`src/rtl/imgrad_row_feeder_if.sv`:
```
// Control, memory-port and column-triple stream bundle between imgrad_row_feeder and its neighbours.
// Latency: none, wiring only.
// Backpressure: none; the stream is gap-free and the memory answers every read one cycle later.
interface imgrad_row_feeder_if #(
    parameter int PW = 12,
    parameter int AW = 19,
    parameter int CW = 10
);
    logic          start;
    logic [CW-1:0] center_r;
    logic [CW-1:0] center_c;
    logic          busy;
    logic          done;
    logic          mem_rd;
    logic [AW-1:0] mem_addr;
    logic [PW-1:0] mem_data;
    logic [PW-1:0] in0;
    logic [PW-1:0] in1;
    logic [PW-1:0] in2;
    logic          enable;
    logic          imgrad_rst;

    // Environment side: pyramid controller, level image memory, imgrad.
    modport master (
        output start, center_r, center_c, mem_data,
        input  busy, done, mem_rd, mem_addr, in0, in1, in2, enable, imgrad_rst
    );

    // Feeder side.
    modport slave (
        input  start, center_r, center_c, mem_data,
        output busy, done, mem_rd, mem_addr, in0, in1, in2, enable, imgrad_rst
    );
endinterface

```
`src/rtl/imgrad_row_feeder.sv`:
```
// Fetches a clamped (WIN+2)^2 patch around a centre into three rotating line buffers and streams column triples.
// Latency: start at cycle 0 -> imgrad_rst at 1, preload reads 2..3*PE+1, stream from 3*PE+3 for WIN*PE cycles, done next.
// Backpressure: none; start is only accepted in IDLE, the stream never stalls.
module imgrad_row_feeder #(
    parameter int WIN   = 7,
    parameter int PW    = 12,
    parameter int IMG_W = 640,
    parameter int IMG_H = 480,
    parameter int AW    = 19,
    parameter int CW    = 10
) (
    input  logic               clk,
    input  logic               reset,
    imgrad_row_feeder_if.slave io
);
    localparam int HALF = WIN / 2;
    localparam int PE   = WIN + 2;
    localparam int RW   = $clog2(WIN + 1);
    localparam int CLW  = $clog2(PE);
    localparam int CWP  = CW + 1;

    localparam logic [RW-1:0]         ROW_WAIT   = RW'(3);
    localparam logic [RW-1:0]         ROW_LAST   = RW'(WIN - 1);
    localparam logic [RW-1:0]         FETCH_LAST = RW'(WIN - 2);
    localparam logic [CLW-1:0]        COL_LAST   = CLW'(PE - 1);
    localparam logic signed [CW:0]    OFS        = CWP'(HALF + 1);
    localparam logic signed [CW:0]    RMAX       = CWP'(IMG_H - 1);
    localparam logic signed [CW:0]    CMAX       = CWP'(IMG_W - 1);
    localparam logic [AW-1:0]         ROW_PITCH  = AW'(IMG_W);

    typedef enum logic [2:0] {IDLE, CLEAR, PRELOAD, STREAM, DONE} state_t;

    state_t             state;
    state_t             state_nxt;
    logic [CW-1:0]      cen_r;
    logic [CW-1:0]      cen_c;
    logic [RW-1:0]      row_cnt;    // patch row in PRELOAD (ROW_WAIT = wait cycle), output row k in STREAM
    logic [CLW-1:0]     col_cnt;    // patch column j
    logic [1:0]         base;       // buffer holding patch row k, i.e. k mod 3
    logic [1:0]         b1;
    logic [1:0]         b2;
    logic [PW-1:0]      lbuf [3][PE];

    logic               busy;
    logic               done;
    logic               clr;
    logic               enable;
    logic               fetch;
    logic [1:0]         fetch_buf;
    logic [CW:0]        fetch_row;
    logic signed [CW:0] img_r;
    logic signed [CW:0] img_c;
    logic [CW-1:0]      cl_r;
    logic [CW-1:0]      cl_c;
    logic [AW-1:0]      addr;

    logic               wr_vld;
    logic [1:0]         wr_buf;
    logic [CLW-1:0]     wr_col;

    // State register.
    always_ff @(posedge clk) begin
        if (reset) state <= IDLE;
        else       state <= state_nxt;
    end

    // Next state and control outputs.
    always_comb begin
        state_nxt = state;
        busy      = 1'b0;
        done      = 1'b0;
        clr       = 1'b0;
        enable    = 1'b0;
        fetch     = 1'b0;
        case (state)
            IDLE: begin
                if (io.start) state_nxt = CLEAR;
            end
            CLEAR: begin
                busy      = 1'b1;
                clr       = 1'b1;
                state_nxt = PRELOAD;
            end
            PRELOAD: begin
                busy  = 1'b1;
                fetch = (row_cnt != ROW_WAIT);
                if (row_cnt == ROW_WAIT) state_nxt = STREAM;
            end
            STREAM: begin
                busy   = 1'b1;
                enable = 1'b1;
                // Refill row k+3 into the buffer row k is vacating; last row has nothing left to fetch.
                fetch  = (row_cnt <= FETCH_LAST);
                if (row_cnt == ROW_LAST && col_cnt == COL_LAST) state_nxt = DONE;
            end
            DONE: begin
                busy      = 1'b1;
                done      = 1'b1;
                state_nxt = IDLE;
            end
            default: state_nxt = IDLE;
        endcase
    end

    // Centre capture on acceptance.
    always_ff @(posedge clk) begin
        if (state == IDLE && io.start) begin
            cen_r <= io.center_r;
            cen_c <= io.center_c;
        end
    end

    // Row/column sequencing and buffer rotation.
    always_ff @(posedge clk) begin
        if (reset) begin
            row_cnt <= '0;
            col_cnt <= '0;
            base    <= '0;
        end else begin
            case (state)
                PRELOAD: begin
                    if (row_cnt == ROW_WAIT) begin
                        row_cnt <= '0;
                        col_cnt <= '0;
                    end else if (col_cnt == COL_LAST) begin
                        col_cnt <= '0;
                        row_cnt <= row_cnt + 1'b1;
                    end else begin
                        col_cnt <= col_cnt + 1'b1;
                    end
                end
                STREAM: begin
                    if (col_cnt == COL_LAST) begin
                        col_cnt <= '0;
                        row_cnt <= row_cnt + 1'b1;
                        base    <= b1;
                    end else begin
                        col_cnt <= col_cnt + 1'b1;
                    end
                end
                default: begin
                    row_cnt <= '0;
                    col_cnt <= '0;
                    base    <= '0;
                end
            endcase
        end
    end

    assign b1 = (base == 2'd2) ? 2'd0 : base + 2'd1;
    assign b2 = (base == 2'd0) ? 2'd2 : base - 2'd1;

    // Fetch address: patch coordinate -> image coordinate with border replication.
    always_comb begin
        fetch_buf = (state == PRELOAD) ? row_cnt[1:0] : base;
        fetch_row = (state == PRELOAD) ? CWP'(row_cnt) : CWP'(row_cnt) + CWP'(3);
        img_r     = $signed({1'b0, cen_r}) + $signed(fetch_row) - OFS;
        img_c     = $signed({1'b0, cen_c}) + $signed(CWP'(col_cnt)) - OFS;
        if (img_r < 0)          cl_r = '0;
        else if (img_r > RMAX)  cl_r = RMAX[CW-1:0];
        else                    cl_r = img_r[CW-1:0];
        if (img_c < 0)          cl_c = '0;
        else if (img_c > CMAX)  cl_c = CMAX[CW-1:0];
        else                    cl_c = img_c[CW-1:0];
        addr = {{(AW-CW){1'b0}}, cl_r} * ROW_PITCH + {{(AW-CW){1'b0}}, cl_c};
    end

    // Track where the read issued this cycle lands next cycle; reset drops in-flight data.
    always_ff @(posedge clk) begin
        if (reset) wr_vld <= 1'b0;
        else       wr_vld <= fetch;
        wr_buf <= fetch_buf;
        wr_col <= col_cnt;
    end

    // Line buffer write. A column is rewritten the cycle after it was streamed.
    always_ff @(posedge clk) begin
        if (wr_vld) lbuf[wr_buf][wr_col] <= io.mem_data;
    end

    assign io.busy       = busy;
    assign io.done       = done;
    assign io.imgrad_rst = clr;
    assign io.enable     = enable;
    assign io.mem_rd     = fetch;
    assign io.mem_addr   = fetch ? addr : '0;
    assign io.in0        = enable ? lbuf[base][col_cnt] : '0;
    assign io.in1        = enable ? lbuf[b1][col_cnt]   : '0;
    assign io.in2        = enable ? lbuf[b2][col_cnt]   : '0;
endmodule

```
`src/flat_wrapper.sv`:
```
// flat-port wrapper written by rule: the top's interface ports become plain ports
module imgrad_row_feeder_flat 
#(
    parameter int WIN   = 7,
    parameter int PW    = 12,
    parameter int IMG_W = 640,
    parameter int IMG_H = 480,
    parameter int AW    = 19,
    parameter int CW    = 10
)
  (clk, reset, io_start, io_center_r, io_center_c, io_mem_data, io_busy, io_done, io_mem_rd, io_mem_addr, io_in0, io_in1, io_in2, io_enable, io_imgrad_rst);
  imgrad_row_feeder_if #(.PW(PW), .AW(AW), .CW(CW)) io_i ();
  input  logic clk;
  input  logic reset;
  input wire logic [$bits(io_i.start)-1:0] io_start;
  input wire logic [$bits(io_i.center_r)-1:0] io_center_r;
  input wire logic [$bits(io_i.center_c)-1:0] io_center_c;
  input wire logic [$bits(io_i.mem_data)-1:0] io_mem_data;
  output wire logic [$bits(io_i.busy)-1:0] io_busy;
  output wire logic [$bits(io_i.done)-1:0] io_done;
  output wire logic [$bits(io_i.mem_rd)-1:0] io_mem_rd;
  output wire logic [$bits(io_i.mem_addr)-1:0] io_mem_addr;
  output wire logic [$bits(io_i.in0)-1:0] io_in0;
  output wire logic [$bits(io_i.in1)-1:0] io_in1;
  output wire logic [$bits(io_i.in2)-1:0] io_in2;
  output wire logic [$bits(io_i.enable)-1:0] io_enable;
  output wire logic [$bits(io_i.imgrad_rst)-1:0] io_imgrad_rst;
  assign io_i.start = io_start;
  assign io_i.center_r = io_center_r;
  assign io_i.center_c = io_center_c;
  assign io_i.mem_data = io_mem_data;
  assign io_busy = io_i.busy;
  assign io_done = io_i.done;
  assign io_mem_rd = io_i.mem_rd;
  assign io_mem_addr = io_i.mem_addr;
  assign io_in0 = io_i.in0;
  assign io_in1 = io_i.in1;
  assign io_in2 = io_i.in2;
  assign io_enable = io_i.enable;
  assign io_imgrad_rst = io_i.imgrad_rst;
  imgrad_row_feeder #(.WIN(WIN), .PW(PW), .IMG_W(IMG_W), .IMG_H(IMG_H), .AW(AW), .CW(CW)) u_core (.clk(clk), .reset(reset), .io(io_i));
endmodule
```
`config.mk`:
```
export PLATFORM = sky130hd
export DESIGN_NAME = imgrad_row_feeder_flat
export DESIGN_NICKNAME = d
export VERILOG_FILES = /design/src/rtl/imgrad_row_feeder_if.sv /design/src/rtl/imgrad_row_feeder.sv /design/src/flat_wrapper.sv
export SDC_FILE = /design/constraint.sdc
export NUM_CORES = 1
export LEC_CHECK = 0
export BUFFER_PORTS_ARGS = -buffer_cell sky130_fd_sc_hd__buf_2
export CAP_MARGIN = 40
export CORE_ASPECT_RATIO = 0.75
export CORE_MARGIN = 3
export CORE_UTILIZATION = 35
export CTS_BUF_LIST = sky130_fd_sc_hd__clkbuf_8
export CTS_CLUSTER_SIZE = 28
export DETAILED_ROUTE_END_ITERATION = 8
export GPL_TIMING_DRIVEN = 0
export SYNTH_ARGS = -nofsm -noshare
export SYNTH_HDL_FRONTEND = slang
export SYNTH_SLANG_ARGS = --single-unit
```
`constraint.sdc`:
```
create_clock -name clk -period 7.8 [get_ports clk]
set_input_delay 1.56 -clock clk [delete_from_list [all_inputs] [get_ports clk]]
set_output_delay 1.56 -clock clk [all_outputs]
set_load 0.01 [all_outputs]
```
* Word level (Yosys, flattened, before mapping)
Memories as Yosys holds them, arrays and structs flattened. A register that Yosys moved wholly into a read port is not among the register bits.
Cells that the tools add are included.
** Storage, ports and cells
- Bits in registers :: 39
- RAM bits :: 324
- Output and inout port bits :: 60
- Memories :: 1
** Memory list
- u_core.lbuf :: depth 3, width 108, read ports 3, clocked after memory_dff 1, write ports 1, line imgrad_row_feeder.sv:42 : logic [PW-1:0] lbuf [3][PE];
** Cells by class
- Add/sub/neg operators :: 10
- Multiply operators :: 1
- Magnitude comparators :: 8
- Eq/ne operators :: 13
- Multiplexer cells :: 44
- Bitwise operators :: 3
- Reductions and logical operators :: 8
** Operator list (count)
- 12-bit binary-select mux with 4-bit select :: 3
- 12-bit two-way mux :: 10
- 108-bit two-way mux :: 1
- 12-bit demux with 4-bit select :: 1
- 10-bit two-way mux :: 4
- 11-bit by 1-bit less-than comparator with 1-bit output (second input constant) :: 2
- 11-bit by 4-bit subtractor with 11-bit output (second input constant) :: 2
- 19-bit by 10-bit adder with 19-bit output :: 1
- 19-bit two-way mux :: 1
- 3-bit two-way mux :: 5
- 10-bit by 3-bit multiplier with 12-bit output (second input constant) :: 1
- 2-bit two-way mux :: 6
- 3-bit case mux with 4 select lines :: 1
- 10-bit by 4-bit adder with 11-bit output :: 1
- 11-bit adder :: 1
- 11-bit by 10-bit greater-than comparator with 1-bit output (second input constant) :: 1
- 11-bit greater-than comparator (second input constant) :: 1
- 11-bit two-way mux :: 1
- 5-bit greater-or-equal comparator (second input constant) :: 2
- 4-bit NOT with 5-bit output :: 2
- 3-bit by 2-bit equality test with 1-bit output (second input constant) :: 3
- 4-bit two-way mux :: 2
- 4-bit case mux with 2 select lines :: 1
- 3-bit equality test (second input constant) :: 2
- other kinds (24) :: 32

* Depth between registers and ports, before layout
- Depth in word-level cells :: 10
- Mapped depth :: 24
- Mapped depth without buffers :: 22

* Worst setup path after synthesis
No wires, ideal clock.
- Path type :: reg-to-output
- From :: register u_core.state[2]
- To :: output io_mem_addr[18]
- Arrival :: 5611 ps
- Data required time :: 6240 ps
- Slack :: 629 ps
- Stages on the path, launching flop included :: 24
- Path buffers :: 2
- Cell sequence :: dfxtp_1 > clkbuf_1 > nor2_2 > nand2_1 > nor2_1 > a21oi_1 > ha_1 > ha_1 > fa_1 > a21o_1 > a211oi_1 > nor4_1 > nor3_2 > o31ai_1 > buf_2 > o21a_1 > ha_1 > ha_1 > fa_1 > a211oi_1 > o21ai_0 > a221oi_1 > nor3b_1 > mux2_2
** On the way
- Word-level cells in the longest chain between the ends :: 10
** RTL lines
- start, declared :: line imgrad_row_feeder.sv:33 : state_t state;
- start signal, assigned :: line imgrad_row_feeder.sv:64 : else state <= state_nxt;
- 3-bit by 2-bit equality test with 1-bit output :: line imgrad_row_feeder.sv:75, imgrad_row_feeder.sv:156
- 11-bit two-way mux :: line imgrad_row_feeder.sv:156 : fetch_row = (state == PRELOAD) ? CWP'(row_cnt) : CWP'(row_cnt) + CWP'(3);
- 11-bit adder :: line imgrad_row_feeder.sv:157 : img_r = $signed({1'b0, cen_r}) + $signed(fetch_row) - OFS;
- 11-bit by 4-bit subtractor with 11-bit output :: line imgrad_row_feeder.sv:157
- 11-bit by 10-bit greater-than comparator with 1-bit output :: line imgrad_row_feeder.sv:160 : else if (img_r > RMAX) cl_r = RMAX[CW-1:0];
- 10-bit two-way mux :: line imgrad_row_feeder.sv:160
- 10-bit two-way mux :: line imgrad_row_feeder.sv:159 : if (img_r < 0) cl_r = '0;
- 10-bit by 3-bit multiplier with 12-bit output :: line imgrad_row_feeder.sv:165 : addr = {{(AW-CW){1'b0}}, cl_r} * ROW_PITCH + {{(AW-CW){1'b0}}, cl_c};
- 19-bit by 10-bit adder with 19-bit output :: line imgrad_row_feeder.sv:165
- 19-bit two-way mux (*) :: line imgrad_row_feeder.sv:186 : assign io.mem_addr = fetch ? addr : '0;
- end, declared :: line flat_wrapper.sv:22 : output wire logic [$bits(io_i.mem_addr)-1:0] io_mem_addr;
Mark *: on every way between the ends. The rest lies on a longest branch, timed or not.

* Worst setup path in the final report
- From :: register u_core.state[0]
- To :: output io_mem_addr[18]
The elaborated chain is that of the path after synthesis.

==> results.yml <==
outcome:
  status: "completed"
global_routing:
  grt_pass1_vias: 14200
  gr-total-overflow: 0
  grt_usage: 0.225
  antenna_found_initial: 1
  grt_max_degree: 28
  grt_pass1_wl_um: 101000
critical_path:
  r2r_setup_slack_ns: 4.66
  required_ns: 6.24
  cp_slowest_cell: "fa_2"
  cp-endpoint: "io_mem_addr[18]"
  cp-start-kind: "flop"
  crit_path_end_kind: "output pin"
  cp-startpoint: "u_core.state[0]$_SDFFE_PP0P_"
  rr_worst_depth: 11
  critPathArrivalTime_ns: 5.94
  crit_type: "flop to output pin"
  cp_max_fo: 8
  timing.rr.start: "u_core.col_cnt[1]$_SDFF_PP0_"
  critical_path.max_stage_delay_ns: 0.56
  worstPathCellList: "nor2_4 -> nand2_4 -> nor2_2 -> a21oi_2 -> ha_1 -> ha_2 -> fa_2 -> a21o_1 -> a211oi_2 -> nor4_1 -> nor3_2 -> o31ai_4 -> o21a_1 -> ha_1 -> ha_2 -> fa_2 -> o211ai_1 -> nor2_1 -> and2_4 -> nand4_1 -> nor3b_2 -> mux2_2 -> buf_2"
routing:
  wirelength_um: 71100
  via_per_inst: 5.96
  vias: 14800
  drc: 0
  dr.pass1.iters: 6
  drt_iter0_drc: 2092
  wl_per_cell_um: 28.5
  postRouteAntennaNets: 0
die:
  chipHeight_um: 217
  die_x_um: 287
  core_area_um2: 58100
  ios: 95
  num_rows: 76
  die_area_um2: 62300
  start_util: 0.358
placed_design:
  dp_slack_ns: -0.397
  place_congestion: 0.975
  dpl-instance-area_um2: 22500
  dp.final_hpwl_um: 54200
  io_buffers: 94
sta:
  fmax_mhz: 133
  report.final.setup_viol: 0
  tightestPinTransition_ns: 0.890
  setup_ws_ns: 0.299
  max_slew_margin: 0.406
  fin_worst_skew_ns: 0.0344
  period_needed_ns: 7.50
  final.period_utilization: 0.962
  hold_violations: 0
  drv_slew: 0
yosys:
  synth_ff_type: "edfxtp_1"
  synth-edff-count: 344
  synth.avg_cell_area_um2: 14.2
  synth_warnings: 0
  syn_inst: 1461
  synth-seq-cells: 365
  synth_async_sr_flop_share: 0
  synth-seq-area-share: 0.517
  ys_types: 62
  synthesis.area_um2: 20800
  synth_nets: 1550
clock_network:
  clkSlewWorstSetupHoldPaths_ns: 0.07
  cts_root_buf: "clkbuf_8"
  cts.sinks: 365
  clk_path_buf_depth: 3
  cts_tree: "yes"
  numCtsBuffers: 61
  clock_latency_ns: 0.69
  ctsHtreeMaxLevel: 2
run:
  cap_viol_max_count: 0
hold_path:
  min-delay-path-class: "flop to flop"
power:
  vdd_drop_max_mv: 0.120
  leakagePower_nw: 8.27
  p_per_area_nw_per_um2: 213
layout:
  diodes: 0
  syn2layout_area_growth_pct: 15.5
  nets: 1755
  fin_area_um2: 24000
  drive_gt1_frac: 0.320
==> sequential cells by signal, indices dropped and copies added (netlist names), named ones only <==
| signal | flops |
|---|---|
| u_core.cen_r | 10 |
| u_core.state | 3 |
| u_core.row_cnt | 3 |
| u_core.base | 2 |
| u_core.wr_buf | 2 |
| u_core.wr_col | 4 |
| u_core.cen_c | 10 |
| u_core.wr_vld | 1 |
| u_core.lbuf | 324 |
| u_core.col_cnt | 4 |
==> worst min path at each step <==
stage | from | end | slack [ns] | cells after the start
after floorplan | u_core.col_cnt[2]$_SDFF_PP0_ | u_core.wr_col[2]$_DFF_P_ | 0.33 | 0
after global placement | u_core.col_cnt[2]$_SDFF_PP0_ | u_core.wr_col[2]$_DFF_P_ | 0.34 | 0
after detailed placement | u_core.col_cnt[2]$_SDFF_PP0_ | u_core.wr_col[2]$_DFF_P_ | 0.34 | 0
after CTS | u_core.col_cnt[2]$_SDFF_PP0_ | u_core.wr_col[2]$_DFF_P_ | 0.36 | 0
after global routing | u_core.col_cnt[2]$_SDFF_PP0_ | u_core.wr_col[2]$_DFF_P_ | 0.37 | 0
final | u_core.col_cnt[2]$_SDFF_PP0_ | u_core.wr_col[2]$_DFF_P_ | 0.35 | 0
==> cells by family after synthesis <==
family | share of synthesized area
xor+xnor | 0.0139
simple gates | 0.0551
flops | 0.517
other cells | 0.000181
buf+inv | 0.0355
mux | 0.259
fa+ha+maj | 0.0340
compound gates | 0.0852
==> worst max-delay path: cells and delay by family, from the launching register on <==
kind | cells | cell delay (ns)
fa+ha+maj | 6 | 1.84
simple gates | 9 | 1.54
compound gates | 6 | 1.02
flops | 1 | 0.38
mux | 1 | 0.35
buf+inv | 1 | 0.13
==> what timing repair did <==
item                                    in CTS  in global routing
gates resized for setup                     14                 22
hold endpoints to repair                     0                  0
pin swaps                                    7                  7
buffers inserted                             8                 10
endpoints found under the setup margin       7                  4
hold buffers                                 0                  0
==> layer usage <==
metal  vias up  track usage  part of all wire
li1       6219            -                 -
met1      7459        0.325              0.42
met2      1073        0.299              0.40
met3        95        0.111              0.16
met4         2       0.0543             0.022
met5         -            0          0.000098
==> report_power, final <==
group          switching (mW)  total, mW  internal [mW]
sequential             0.0199       2.19           2.17
combinational           0.699       1.22          0.517
clock                   0.821       1.70          0.875
total                    1.54       5.10           3.56
==> area by class of cell <==
class                           count  area (um^2)
Inverter                           63          236
Multi-Input combinational cell    934         9430
Tap cell                          780          976
Sequential cell                   365        10800
Fill cell                        5329        34100
Clock inverter                     49          352
Timing Repair Buffer              145          898
Clock buffer                       61          840
Buffer                             96          492
==> synthesized netlist by cell type, types with 5 or more instances <==
library cell    n  area, um^2
a21o_1         10        75.1
mux2_2         50         563
a211oi_1       10        75.1
edfxtp_1      344       10300
o21a_1         21         158
mux2i_1        73         731
o22ai_1         9        56.3
and2_1          6        37.5
xor2_1         17         149
o21ai_0        73         365
buf_2          38         190
clkbuf_1       42         158
buf_6           7        78.8
o32ai_1         5        43.8
nand2_1        68         255
o211ai_1       13        97.6
mux4_1          7         184
or2_2          10        62.6
ha_1           50         626
nor2_1        106         398
a21oi_1        78         390
o21ai_1        18        90.1
a22oi_1        22         165
dfxtp_1        21         420
buf_4           8        60.1
nor2b_1         9        56.3
nand3_1        12        60.1
inv_1          63         236
xnor2_1        16         140
mux4_2        173        3900
nor3_1         16        80.1
==> layout by cell type, fill, tap and decap left out, types with 5 or more instances in the layout <==
cell	n
o211ai_1	13
a21o_1	10
nor3_2	5
buf_4	51
buf_6	11
o21ai_1	19
a21oi_1	77
mux2i_1	73
or2_2	10
o32ai_1	5
inv_1	75
nor3_1	14
buf_2	130
mux4_2	173
a22oi_1	22
dfxtp_1	16
xnor2_1	15
clkbuf_8	61
xor2_1	15
mux4_1	7
nand2_1	67
a211oi_1	7
and2_1	5
clkinv_1	16
o22ai_1	9
o21a_1	21
clkinv_2	10
nor2_2	5
clkbuf_1	40
edfxtp_1	344
nor2b_1	9
nand3_1	12
mux2_2	50
nor2_1	101
ha_1	46
o21ai_0	72
==> per-stage QoR <==
stage | util | power (mW) | cells | hold slack [ns] | TNS [ns]
after global placement | 0.382 | 3.27 | 2335 | 0.336 | -0.322
after global routing | 0.413 | 5.33 | 2493 | 0.366 | -0.0188
after CTS | 0.410 | 5.06 | 2483 | 0.358 | 0
final | 0.413 | 5.10 | 2493 | 0.355 | 0
after detailed placement | 0.388 | 3.30 | 2368 | 0.340 | -0.551
after floorplan | - | 2.98 | 1461 | 0.326 | 0
No activity file was read; power rests on OpenSTA's default activity.
